File: src/rtl/fpga_reset_sequencer_if.sv
// Board-reset sequencer signal bundle: PLL lock / ndmreset in, sequenced resets and status out.
// master drives the board-side inputs; slave is the sequencer itself.
interface fpga_reset_sequencer_if;
    logic       pll_locked_i;
    logic       ndmreset_i;
    logic       soc_rst_no;
    logic       core_rst_no;
    logic [1:0] state_o;
    logic [7:0] lock_loss_cnt_o;

    modport master (
        output pll_locked_i,
        output ndmreset_i,
        input  soc_rst_no,
        input  core_rst_no,
        input  state_o,
        input  lock_loss_cnt_o
    );

    modport slave (
        input  pll_locked_i,
        input  ndmreset_i,
        output soc_rst_no,
        output core_rst_no,
        output state_o,
        output lock_loss_cnt_o
    );
endinterface

File: src/rtl/fpga_reset_sequencer.sv
// Board-level reset sequencer: qualifies PLL lock, releases fabric then core reset in order,
// and stretches debug ndmreset requests on the core reset.
module fpga_reset_sequencer #(
    parameter int unsigned LockStableCycles  = 1024,
    parameter int unsigned FabricToCoreDelay = 16,
    parameter int unsigned NdmResetMinCycles = 8,
    parameter int unsigned SyncStages        = 2
) (
    input logic                   clk_i,
    input logic                   rst_ni,
    fpga_reset_sequencer_if.slave bus
);

    localparam int unsigned MaxAB  = (LockStableCycles > FabricToCoreDelay) ?
                                     LockStableCycles : FabricToCoreDelay;
    localparam int unsigned MaxAll = (MaxAB > NdmResetMinCycles) ? MaxAB : NdmResetMinCycles;
    localparam int unsigned CntW   = $clog2(MaxAll + 1);

    typedef logic [CntW-1:0] cnt_t;

    localparam cnt_t LockLast = cnt_t'(LockStableCycles - 1);
    localparam cnt_t FabLast  = cnt_t'(FabricToCoreDelay - 1);
    localparam cnt_t NdmLast  = cnt_t'(NdmResetMinCycles - 1);

    typedef enum logic [1:0] {
        StWaitLock = 2'd0,
        StFabricUp = 2'd1,
        StRun      = 2'd2,
        StNdmHold  = 2'd3
    } state_e;

    state_e                state_q, state_d;
    cnt_t                  cnt_q, cnt_d;
    logic [7:0]            loss_q, loss_d;
    logic                  soc_q, soc_d;
    logic                  core_q, core_d;
    logic [SyncStages-1:0] sync_q;
    logic                  lock_s;

    assign lock_s = sync_q[SyncStages-1];

    always_ff @(posedge clk_i or negedge rst_ni) begin
        if (!rst_ni) begin
            sync_q  <= '0;
            state_q <= StWaitLock;
            cnt_q   <= '0;
            loss_q  <= '0;
            soc_q   <= 1'b0;
            core_q  <= 1'b0;
        end else begin
            sync_q  <= {sync_q[SyncStages-2:0], bus.pll_locked_i};
            state_q <= state_d;
            cnt_q   <= cnt_d;
            loss_q  <= loss_d;
            soc_q   <= soc_d;
            core_q  <= core_d;
        end
    end

    always_comb begin
        state_d = state_q;
        cnt_d   = cnt_q;
        loss_d  = loss_q;
        unique case (state_q)
            StWaitLock: begin
                if (!lock_s) begin
                    cnt_d = '0;
                end else if (cnt_q == LockLast) begin
                    state_d = StFabricUp;
                    cnt_d   = '0;
                end else begin
                    cnt_d = cnt_q + cnt_t'(1);
                end
            end
            StFabricUp: begin
                // A pending ndmreset freezes the fabric-to-core countdown.
                if (!bus.ndmreset_i) begin
                    if (cnt_q == FabLast) begin
                        state_d = StRun;
                        cnt_d   = '0;
                    end else begin
                        cnt_d = cnt_q + cnt_t'(1);
                    end
                end
            end
            StRun: begin
                if (bus.ndmreset_i) begin
                    state_d = StNdmHold;
                    cnt_d   = '0;
                end
            end
            StNdmHold: begin
                if (cnt_q != NdmLast) begin
                    cnt_d = cnt_q + cnt_t'(1);
                end else if (!bus.ndmreset_i) begin
                    state_d = StFabricUp;
                    cnt_d   = '0;
                end
            end
            default: ;
        endcase

        // Lock loss after first release overrides every other transition.
        if (state_q != StWaitLock && !lock_s) begin
            state_d = StWaitLock;
            cnt_d   = '0;
            if (loss_q != 8'hff) begin
                loss_d = loss_q + 8'd1;
            end
        end

        soc_d  = (state_d != StWaitLock);
        core_d = (state_d == StRun);
    end

    assign bus.soc_rst_no      = soc_q;
    assign bus.core_rst_no     = core_q;
    assign bus.state_o         = state_q;
    assign bus.lock_loss_cnt_o = loss_q;

endmodule

File: src/flat_wrapper.sv
// flat-port wrapper written by rule: the top's interface ports become plain ports
module fpga_reset_sequencer_flat 
#(
    parameter int unsigned LockStableCycles  = 1024,
    parameter int unsigned FabricToCoreDelay = 16,
    parameter int unsigned NdmResetMinCycles = 8,
    parameter int unsigned SyncStages        = 2
)
  (clk_i, rst_ni, bus_pll_locked_i, bus_ndmreset_i, bus_soc_rst_no, bus_core_rst_no, bus_state_o, bus_lock_loss_cnt_o);
  fpga_reset_sequencer_if bus_i ();
  input logic clk_i;
  input logic rst_ni;
  input wire logic [$bits(bus_i.pll_locked_i)-1:0] bus_pll_locked_i;
  input wire logic [$bits(bus_i.ndmreset_i)-1:0] bus_ndmreset_i;
  output wire logic [$bits(bus_i.soc_rst_no)-1:0] bus_soc_rst_no;
  output wire logic [$bits(bus_i.core_rst_no)-1:0] bus_core_rst_no;
  output wire logic [$bits(bus_i.state_o)-1:0] bus_state_o;
  output wire logic [$bits(bus_i.lock_loss_cnt_o)-1:0] bus_lock_loss_cnt_o;
  assign bus_i.pll_locked_i = bus_pll_locked_i;
  assign bus_i.ndmreset_i = bus_ndmreset_i;
  assign bus_soc_rst_no = bus_i.soc_rst_no;
  assign bus_core_rst_no = bus_i.core_rst_no;
  assign bus_state_o = bus_i.state_o;
  assign bus_lock_loss_cnt_o = bus_i.lock_loss_cnt_o;
  fpga_reset_sequencer #(.LockStableCycles(LockStableCycles), .FabricToCoreDelay(FabricToCoreDelay), .NdmResetMinCycles(NdmResetMinCycles), .SyncStages(SyncStages)) u_core (.clk_i(clk_i), .rst_ni(rst_ni), .bus(bus_i));
endmodule
File: config.mk
export PLATFORM = sky130hd
export DESIGN_NAME = fpga_reset_sequencer_flat
export DESIGN_NICKNAME = d
export VERILOG_FILES = /design/src/rtl/fpga_reset_sequencer_if.sv /design/src/rtl/fpga_reset_sequencer.sv /design/src/flat_wrapper.sv
export SDC_FILE = /design/constraint.sdc
export NUM_CORES = 1
export LEC_CHECK = 0
export BUFFER_PORTS_ARGS = -buffer_cell sky130_fd_sc_hd__buf_2
export CAP_MARGIN = 0
export CORE_ASPECT_RATIO = 0.6
export CORE_MARGIN = 8
export CORE_UTILIZATION = 55
export DETAILED_ROUTE_END_ITERATION = 10
export PLACE_DENSITY = 0.76
export SETUP_SLACK_MARGIN = 0.02
export SLEW_MARGIN = 10
export SYNTH_ARGS = -nofsm -noshare
export SYNTH_HDL_FRONTEND = slang
export SYNTH_SLANG_ARGS = --single-unit
File: constraint.sdc
create_clock -name clk_i -period 2.5 [get_ports clk_i]
set_input_delay 0.5 -clock clk_i [delete_from_list [all_inputs] [get_ports clk_i]]
set_output_delay 0.5 -clock clk_i [all_outputs]
set_load 0.05 [all_outputs]
==> results of run 1 <==
==> area by class of cell <==
class	instances	area (um2)
clock buffers	4	45.04
fillers	166	734.5
inverters	2	7.507
multi-input cells	101	695.7
flip-flops and latches	25	625.6
well taps	30	37.54
repair buffers	16	82.58
==> sequential cells by signal (all words and copies together) (netlist names) <==
register	flops
u_core.cnt_q	11
u_core.bus.soc_rst_no	1
u_core.sync_q	2
u_core.bus.state_o	2
u_core.bus.lock_loss_cnt_o	8
u_core.bus.core_rst_no	1
==> layer usage <==
metal  global-route usage (%)  up-vias  wire length [um]
li1                         -      515                 -
met1                    19.41      523              1335
met2                    22.34       46              1183
met3                    4.817       12               204
met4                    3.659        0                49
met5                        0        -                 0
==> logic make-up after synthesis <==
group,Yosys count
AO/OA/AOI/OAI,26
multiplexers,2
AND/OR/NAND/NOR,63
flip-flops,25
XOR/XNOR,8
buffers and inverters,3
adder cells (fa/ha/maj),2
==> power by group through the flow <==
stage	clock network, mW	registers [mW]	logic (mW)
after floorplan	0	0.422	0.0193
after global placement	0	0.423	0.0335
after detailed placement	0	0.424	0.0342
after CTS	0.243	0.416	0.0343
after global routing	0.262	0.417	0.0379
final	0.235	0.416	0.0333
==> metrics by stage <==
step / worst slack (ns) / instance area (um2) / utilization, % / hold slack, ns
finish: 0.3109 / 1494 / 67.04 / 0.2048
global route: 0.1637 / 1494 / 67.04 / 0.2371
CTS: 0.1337 / 1488 / 66.76 / 0.2265
detailed placement: 0.1618 / 1443 / 64.74 / 0.3510
global placement: 0.3603 / 1443 / 64.74 / 0.3338
floorplan: 0.4001 / 1330 / - / 0.2044
==> path summary, 6_finish.rpt <==
path / from / to / slack, ns
min: rst_ni / u_core.bus.lock_loss_cnt_o[1] / 0.20
max in group asynchronous: rst_ni / u_core.bus.lock_loss_cnt_o[6] / 1.93
max: u_core.cnt_q[0] / u_core.cnt_q[9] / 0.31
min in group clk_i: bus_pll_locked_i / u_core.sync_q[0] / 0.33
min reg2reg: u_core.sync_q[0] / u_core.sync_q[1] / 0.36
max reg2reg: u_core.cnt_q[0] / u_core.cnt_q[9] / 0.31
==> timing repair <==
action / CTS / global route
resized for setup: 0 / 1
hold buffers: 0 / 0
endpoints found under the setup margin: 0 / 3
==> cell usage in the layout, fill, tap and decap left out, types with 2 or more instances in the layout <==
master	instances
sky130_fd_sc_hd__xor2_1	4
sky130_fd_sc_hd__clkbuf_8	3
sky130_fd_sc_hd__nand3_1	8
sky130_fd_sc_hd__nor2b_1	4
sky130_fd_sc_hd__ha_1	2
sky130_fd_sc_hd__inv_1	2
sky130_fd_sc_hd__nand4_1	3
sky130_fd_sc_hd__a21o_2	3
sky130_fd_sc_hd__a22o_1	2
sky130_fd_sc_hd__nor3_1	5
sky130_fd_sc_hd__a21oi_1	2
sky130_fd_sc_hd__and3_1	4
sky130_fd_sc_hd__nand3_2	2
sky130_fd_sc_hd__dfrtp_1	25
sky130_fd_sc_hd__buf_2	15
sky130_fd_sc_hd__a22o_2	4
sky130_fd_sc_hd__o21ai_0	4
sky130_fd_sc_hd__nand2_1	16
sky130_fd_sc_hd__xnor2_1	4
sky130_fd_sc_hd__nor2_1	11
sky130_fd_sc_hd__and3b_1	2
==> critical path, delay by kind of cell (launching register included) <==
kind	cells	cell delay [ns]
flops	1	0.41
compound gates	2	0.54
simple gates	3	0.90
fa+ha+maj	1	0.27
==> impl_metrics.prom, run 1 <==
# TYPE chip_impl_metric gauge
chip_impl_info{name="status",value="complete, no violations"} 1
chip_impl_info{name="cp_slowest_cell",value="sky130_fd_sc_hd__or4_2"} 1
chip_impl_metric{name="die_width",unit="um"} 79.49
chip_impl_metric{name="clk_pin_slew",unit="ns"} 0.08
chip_impl_metric{name="drc",unit=""} 0
chip_impl_metric{name="first_global_vias",unit=""} 984
chip_impl_metric{name="synth_largest_type_area_fraction",unit="%"} 47.04
chip_impl_info{name="cts_tree",value="yes"} 1
chip_impl_metric{name="swShare",unit="%"} 21.78
chip_impl_metric{name="timing.setup.tns",unit="ns"} 0
chip_impl_metric{name="placed_cells",unit=""} 174
chip_impl_info{name="synth_flop_cell",value="sky130_fd_sc_hd__dfrtp_1"} 1
chip_impl_metric{name="synth_area_per_cell",unit="um2"} 10.31
chip_impl_info{name="crit_type",value="reg2reg"} 1
chip_impl_metric{name="synthMuxAreaShare",unit="%"} 1.599
chip_impl_metric{name="post-layout-total-power",unit="uW"} 684.6
chip_impl_info{name="worstPathCellList",value="ha_1 > and2_1 > a41oi_1 > o21ba_2 > or4_2 > nand3_1"} 1
chip_impl_info{name="synth_top_cell_by_area",value="sky130_fd_sc_hd__dfrtp_1"} 1
chip_impl_metric{name="post_route_cells_drive_above_1_share",unit="%"} 24.32
chip_impl_metric{name="worstPathArrival",unit="ns"} 2.39
chip_impl_metric{name="timing.clock.skew",unit="ns"} 0.003167
chip_impl_info{name="end_kind",value="flip-flop"} 1
chip_impl_info{name="synth_top_family_by_area",value="simple AND/OR/NAND/NOR gates"} 1
chip_impl_metric{name="synth_compound_gate_area_share",unit="%"} 17.40
chip_impl_metric{name="gp_routability_congestion",unit=""} 0.8461
chip_impl_metric{name="number_of_flops_mapped_to_enable_cells_by_yosys",unit=""} 0
chip_impl_info{name="startpoint_type",value="flip-flop"} 1
chip_impl_metric{name="htreeDepth",unit=""} 1
chip_impl_metric{name="ys_warns",unit=""} 0
chip_impl_metric{name="tritoncts.num_buffers",unit=""} 3
chip_impl_info{name="synth.area.top_cells",value="sky130_fd_sc_hd__dfrtp_1, sky130_fd_sc_hd__nand2_1, sky130_fd_sc_hd__nor2_1"} 1
chip_impl_metric{name="simple_gate_share_of_the_synthesized_area",unit="%"} 25.68
chip_impl_metric{name="p_clk_share",unit="%"} 34.4
chip_impl_metric{name="route.vias.total",unit=""} 1096
chip_impl_metric{name="totalWireLength",unit="um"} 2772
chip_impl_metric{name="grt_start_max_net_pins",unit=""} 26
chip_impl_metric{name="nNetsFinal",unit=""} 155
chip_impl_metric{name="synthToLayoutAreaGrowth",unit="%"} 12.32
chip_impl_metric{name="detailedPlacementHpwl",unit="um"} 2132
chip_impl_metric{name="synthDistinctLibCells",unit=""} 41
chip_impl_metric{name="cts_post_setup_buffers_inserted",unit=""} 0
chip_impl_metric{name="gr-total-overflow",unit=""} 0
chip_impl_metric{name="report.final.setup_viol",unit=""} 0
chip_impl_metric{name="wl_per_cell",unit="um"} 15.57
chip_impl_metric{name="antenna_found_initial",unit=""} 0
chip_impl_metric{name="std_cell_rows",unit=""} 13
chip_impl_metric{name="synth-adder-area-share",unit="%"} 1.881
chip_impl_metric{name="powerDensity",unit="nW/um2"} 458.2
chip_impl_metric{name="count_of_placed_standard_cells_in_the_final_layout_fillers_left_out",unit=""} 178
chip_impl_metric{name="synth.ff_latch_count",unit=""} 25
chip_impl_metric{name="r2r.worst_path.cells",unit=""} 6
chip_impl_metric{name="worst_vdd_ir",unit="V"} 0.0002530
chip_impl_metric{name="power_switching",unit="uW"} 149.1
chip_impl_info{name="yosys.cell_count.top_type",value="sky130_fd_sc_hd__dfrtp_1"} 1
chip_impl_metric{name="crit_path_max_incr_delay",unit="ns"} 0.60
chip_impl_metric{name="p_int",unit="uW"} 535.5
chip_impl_info{name="worst_hold_path_type",value="in2async"} 1
chip_impl_metric{name="ioPinCount",unit=""} 16
chip_impl_metric{name="tightestPinTransition",unit="ns"} 0.5408
chip_impl_metric{name="synthXorXnorAreaFrac",unit="%"} 5.268
chip_impl_info{name="rsz_0062_raised_after_global_routing",value="no"} 1
chip_impl_metric{name="antenna_cells_inserted",unit=""} 0
chip_impl_metric{name="die_h",unit="um"} 54.09
chip_impl_metric{name="ys_seq_area_share",unit="%"} 47.04
chip_impl_metric{name="fp.dieArea",unit="um2"} 4299
chip_impl_metric{name="ant_nets",unit=""} 0
chip_impl_metric{name="drtPass1Iterations",unit=""} 5
chip_impl_info{name="synth.cells.most_frequent",value="sky130_fd_sc_hd__dfrtp_1, sky130_fd_sc_hd__nand2_1, sky130_fd_sc_hd__nor2_1"} 1
chip_impl_metric{name="p_seq_share",unit="%"} 60.7
chip_impl_metric{name="power.static_leakage",unit="nW"} 0.7609
chip_impl_metric{name="combPwrFrac",unit="%"} 4.9
chip_impl_metric{name="cts_num_sinks",unit=""} 25
chip_impl_metric{name="fin_crit_sh",unit="%"} 87.56
chip_impl_metric{name="cts-root-to-sink-buffers",unit=""} 2
chip_impl_metric{name="critPathRequiredTime",unit="ns"} 2.70
chip_impl_metric{name="grt_pass1_wl",unit="um"} 4885
chip_impl_metric{name="clkLatencyLatePin",unit="ns"} 0.26
chip_impl_metric{name="fmax",unit="GHz"} 0.4568
chip_impl_metric{name="initial_utilization",unit="%"} 59.69
chip_impl_metric{name="finalMaxSlewViolations",unit=""} 0
chip_impl_metric{name="core_region_area",unit="um2"} 2228
chip_impl_metric{name="port_buffers",unit=""} 15
chip_impl_metric{name="final.min_clock_period",unit="ns"} 2.189
chip_impl_metric{name="grt.total_usage",unit="%"} 14.56
chip_impl_metric{name="crit_fanout",unit=""} 6
chip_impl_metric{name="report.final.hold_viol_count",unit=""} 0
chip_impl_metric{name="asyncSetResetFlopFracSynth",unit="%"} 100.0
chip_impl_metric{name="detail_route.vias_per_cell",unit=""} 6.157
chip_impl_metric{name="cap_viol_max_count",unit=""} 0
chip_impl_metric{name="first_iter_violations",unit=""} 112
chip_impl_metric{name="synth.cell_area",unit="um2"} 1330
chip_impl_info{name="cts_root_buffer",value="sky130_fd_sc_hd__clkbuf_8"} 1
chip_impl_metric{name="synth_cells",unit=""} 129
chip_impl_metric{name="relSlewSlack",unit="%"} 63.95
chip_impl_metric{name="syn_nets",unit=""} 135
No activity file was read; power rests on OpenSTA's default activity.
==> run 2: changes to the inputs <==
--- a/config.mk
+++ b/config.mk
@@ -7,11 +7,13 @@
 export LEC_CHECK = 0
 export BUFFER_PORTS_ARGS = -buffer_cell sky130_fd_sc_hd__buf_2
 export CAP_MARGIN = 0
+export CELL_PAD_IN_SITES_DETAIL_PLACEMENT = 1
+export CELL_PAD_IN_SITES_GLOBAL_PLACEMENT = 2
 export CORE_ASPECT_RATIO = 0.6
 export CORE_MARGIN = 8
-export CORE_UTILIZATION = 55
+export CORE_UTILIZATION = 36
 export DETAILED_ROUTE_END_ITERATION = 10
-export PLACE_DENSITY = 0.76
+export PLACE_DENSITY_LB_ADDON = 0.1
 export SETUP_SLACK_MARGIN = 0.02
 export SLEW_MARGIN = 10
 export SYNTH_ARGS = -nofsm -noshare
==> impl_metrics.prom, run 2 (synthesis gave the netlist of run 1 again) <==
# TYPE chip_impl_metric gauge
chip_impl_info{name="status",value="complete, no violations"} 1
chip_impl_metric{name="drtPass1Iterations",unit=""} 4
chip_impl_metric{name="antenna_cells_inserted",unit=""} 0
chip_impl_metric{name="wl_per_cell",unit="um"} 16.65
chip_impl_metric{name="count_of_placed_standard_cells_in_the_final_layout_fillers_left_out",unit=""} 197
chip_impl_info{name="busiest_layer",value="met2"} 1
chip_impl_info{name="rr_endpoint",value="u_core.cnt_q[0]"} 1
chip_impl_metric{name="gp_routability_congestion",unit=""} 0.7565
chip_impl_metric{name="post-layout-total-power",unit="uW"} 696.5
chip_impl_metric{name="first_global_vias",unit=""} 1112
chip_impl_metric{name="clk_pin_slew",unit="ns"} 0.09
chip_impl_metric{name="power.static_leakage",unit="nW"} 0.7744
chip_impl_info{name="end_kind",value="flip-flop"} 1
chip_impl_metric{name="layout.area.seq",unit="um2"} 625.6
chip_impl_metric{name="htreeDepth",unit=""} 1
chip_impl_metric{name="grt_pass1_wl",unit="um"} 5609
chip_impl_info{name="worst_hold_path_type",value="in2async"} 1
chip_impl_metric{name="grt_util_met2",unit="%"} 16.67
chip_impl_info{name="cts_root_buffer",value="sky130_fd_sc_hd__clkbuf_8"} 1
chip_impl_metric{name="fin_crit_sh",unit="%"} 87.80
chip_impl_metric{name="tightestPinTransition",unit="ns"} 0.5939
chip_impl_metric{name="placed_cells",unit=""} 193
chip_impl_metric{name="crit_fanout",unit=""} 6
chip_impl_metric{name="crit_path_max_incr_delay",unit="ns"} 0.55
chip_impl_metric{name="initial_utilization",unit="%"} 37.00
chip_impl_metric{name="clkLatencyLatePin",unit="ns"} 0.27
chip_impl_metric{name="r2r.worst_path.cells",unit=""} 5
chip_impl_info{name="cp_slowest_cell",value="sky130_fd_sc_hd__o41ai_4"} 1
chip_impl_metric{name="first_iter_violations",unit=""} 20
chip_impl_metric{name="fillers",unit=""} 417
chip_impl_metric{name="cap_viol_max_count",unit=""} 0
chip_impl_metric{name="die_h",unit="um"} 63.08
chip_impl_metric{name="std_cell_rows",unit=""} 17
chip_impl_metric{name="power_switching",unit="uW"} 163.0
chip_impl_metric{name="ant_nets",unit=""} 0
chip_impl_metric{name="p_seq_share",unit="%"} 59.8
chip_impl_info{name="worstPathCellList",value="nor3_1 > nand3_2 > o41ai_4 > nor2_2 > mux2_2"} 1
chip_impl_metric{name="ioPinCount",unit=""} 16
chip_impl_metric{name="totalWireLength",unit="um"} 3280
chip_impl_info{name="most_common_cell_after_layout_fill_and_taps_aside",value="sky130_fd_sc_hd__dfrtp_1"} 1
chip_impl_metric{name="ff2ff_setup_slack",unit="ns"} 0.30
chip_impl_metric{name="worstPathArrival",unit="ns"} 2.36
chip_impl_metric{name="relSlewSlack",unit="%"} 60.40
chip_impl_metric{name="core_region_area",unit="um2"} 3595
chip_impl_metric{name="fp.dieArea",unit="um2"} 5959
chip_impl_info{name="max_flop_register",value="u_core.cnt_q"} 1
chip_impl_metric{name="grt.met1_usage",unit="%"} 16.29
chip_impl_metric{name="cts_post_setup_buffers_inserted",unit=""} 0
chip_impl_metric{name="route.vias.total",unit=""} 1077
chip_impl_metric{name="grt.total_usage",unit="%"} 11.87
chip_impl_metric{name="detailedPlacementHpwl",unit="um"} 2475
chip_impl_metric{name="postCtsResizedCells",unit=""} 0
chip_impl_metric{name="antenna_found_initial",unit=""} 0
chip_impl_metric{name="port_buffers",unit=""} 15
chip_impl_metric{name="hold_buffers",unit=""} 0
chip_impl_metric{name="worst_vdd_ir",unit="V"} 0.0002197
chip_impl_metric{name="powerDensity",unit="nW/um2"} 456.7
chip_impl_metric{name="report.final.setup_viol",unit=""} 0
chip_impl_metric{name="multi_input_comb_area",unit="um2"} 689.4
chip_impl_metric{name="use_met3",unit="%"} 3.783
chip_impl_info{name="reg2reg_from",value="u_core.cnt_q[5]"} 1
chip_impl_info{name="cts_tree",value="yes"} 1
chip_impl_metric{name="gr-total-overflow",unit=""} 0
chip_impl_metric{name="synthToLayoutAreaGrowth",unit="%"} 14.68
chip_impl_metric{name="p_int",unit="uW"} 533.5
chip_impl_metric{name="cts-root-to-sink-buffers",unit=""} 2
chip_impl_metric{name="fin_util",unit="%"} 42.43
chip_impl_metric{name="swShare",unit="%"} 23.40
chip_impl_metric{name="finalMaxSlewViolations",unit=""} 0
chip_impl_metric{name="final.min_clock_period",unit="ns"} 2.195
chip_impl_metric{name="timing.clock.skew",unit="ns"} 0.003862
chip_impl_info{name="most-common-layout-cells",value="sky130_fd_sc_hd__dfrtp_1, sky130_fd_sc_hd__nand2_1, sky130_fd_sc_hd__buf_2"} 1
chip_impl_info{name="rsz_0062_raised_after_global_routing",value="no"} 1
chip_impl_metric{name="timing.setup.tns",unit="ns"} 0
chip_impl_metric{name="drc",unit=""} 0
chip_impl_metric{name="cts_num_sinks",unit=""} 25
chip_impl_metric{name="report.final.hold_viol_count",unit=""} 0
chip_impl_metric{name="tritoncts.num_buffers",unit=""} 3
chip_impl_info{name="crit_type",value="reg2reg"} 1
chip_impl_metric{name="post_route_cells_drive_above_1_share",unit="%"} 25.33
chip_impl_metric{name="die_width",unit="um"} 94.47
chip_impl_metric{name="combPwrFrac",unit="%"} 4.9
chip_impl_info{name="startpoint_type",value="flip-flop"} 1
chip_impl_metric{name="grt_start_max_net_pins",unit=""} 26
chip_impl_metric{name="nNetsFinal",unit=""} 157
chip_impl_metric{name="critPathRequiredTime",unit="ns"} 2.67
chip_impl_metric{name="max_reg_flops",unit=""} 11
chip_impl_metric{name="detail_route.vias_per_cell",unit=""} 5.467
chip_impl_metric{name="fmax",unit="GHz"} 0.4556
chip_impl_metric{name="p_clk_share",unit="%"} 35.4
==> run 2: changes by cell type in the layout (fill, tap and decap cells not counted), sizes merged <==
| cell | before | now |
|---|---|---|
| clkbuf | 4 | 3 |
| buf | 16 | 18 |
| clkinv | 0 | 1 |
==> run 2: metal layers <==
metal / vias to the layer above / routed length, um
li1: 514 / -
met1: 543 / 1704
met2: 15 / 1394
met3: 5 / 132
met4: 0 / 47
met5: - / 0
==> run 2: power by group through the flow <==
stage / logic, mW / registers (mW) / clock network (mW)
2_1_floorplan: 0.0193 / 0.422 / 0
3_3_place_gp: 0.0340 / 0.424 / 0
3_5_place_dp: 0.0348 / 0.425 / 0
4_1_cts: 0.0350 / 0.417 / 0.261
5_1_grt: 0.0394 / 0.418 / 0.277
6_report: 0.0339 / 0.416 / 0.246
==> run 2: worst max-delay path by stage <==
stage / from / endpoint / slack, ns
floorplan: u_core.bus.state_o[1] / u_core.cnt_q[9] / 0.40
global placement: bus_ndmreset_i / u_core.cnt_q[9] / 0.38
detailed placement: u_core.cnt_q[5] / u_core.cnt_q[0] / 0.32
CTS: u_core.cnt_q[5] / u_core.cnt_q[0] / 0.28
global route: u_core.cnt_q[5] / u_core.cnt_q[0] / 0.17
finish: u_core.cnt_q[5] / u_core.cnt_q[0] / 0.30
==> run 2: metrics by stage <==
| stage | setup slack [ns] | hold WS [ns] | instance area (um2) |
|---|---|---|---|
| 2_1_floorplan | 0.4001 | 0.2044 | 1330 |
| 3_3_place_gp | 0.3781 | 0.3322 | 1479 |
| 3_5_place_dp | 0.3174 | 0.3424 | 1479 |
| 4_1_cts | 0.2761 | 0.2255 | 1525 |
| 5_1_grt | 0.1711 | 0.2476 | 1525 |
| 6_report | 0.3050 | 0.2199 | 1525 |
==> run 2: cell type report <==
cell class | instances | share of cell area [%]
Tap cell | 47 | 3.856
Sequential cell | 25 | 41.02
Clock inverter | 1 | 0.3281
Clock buffer | 3 | 2.707
Timing Repair Buffer | 18 | 6.399
Multi-Input combinational cell | 101 | 45.20
Inverter | 2 | 0.4922
==> run 2: worst max-delay path: cells and delay by family (launching register included) <==
kind,cells,cell delay (ns)
flops,1,0.45
simple gates,3,0.80
mux,1,0.29
compound gates,1,0.55
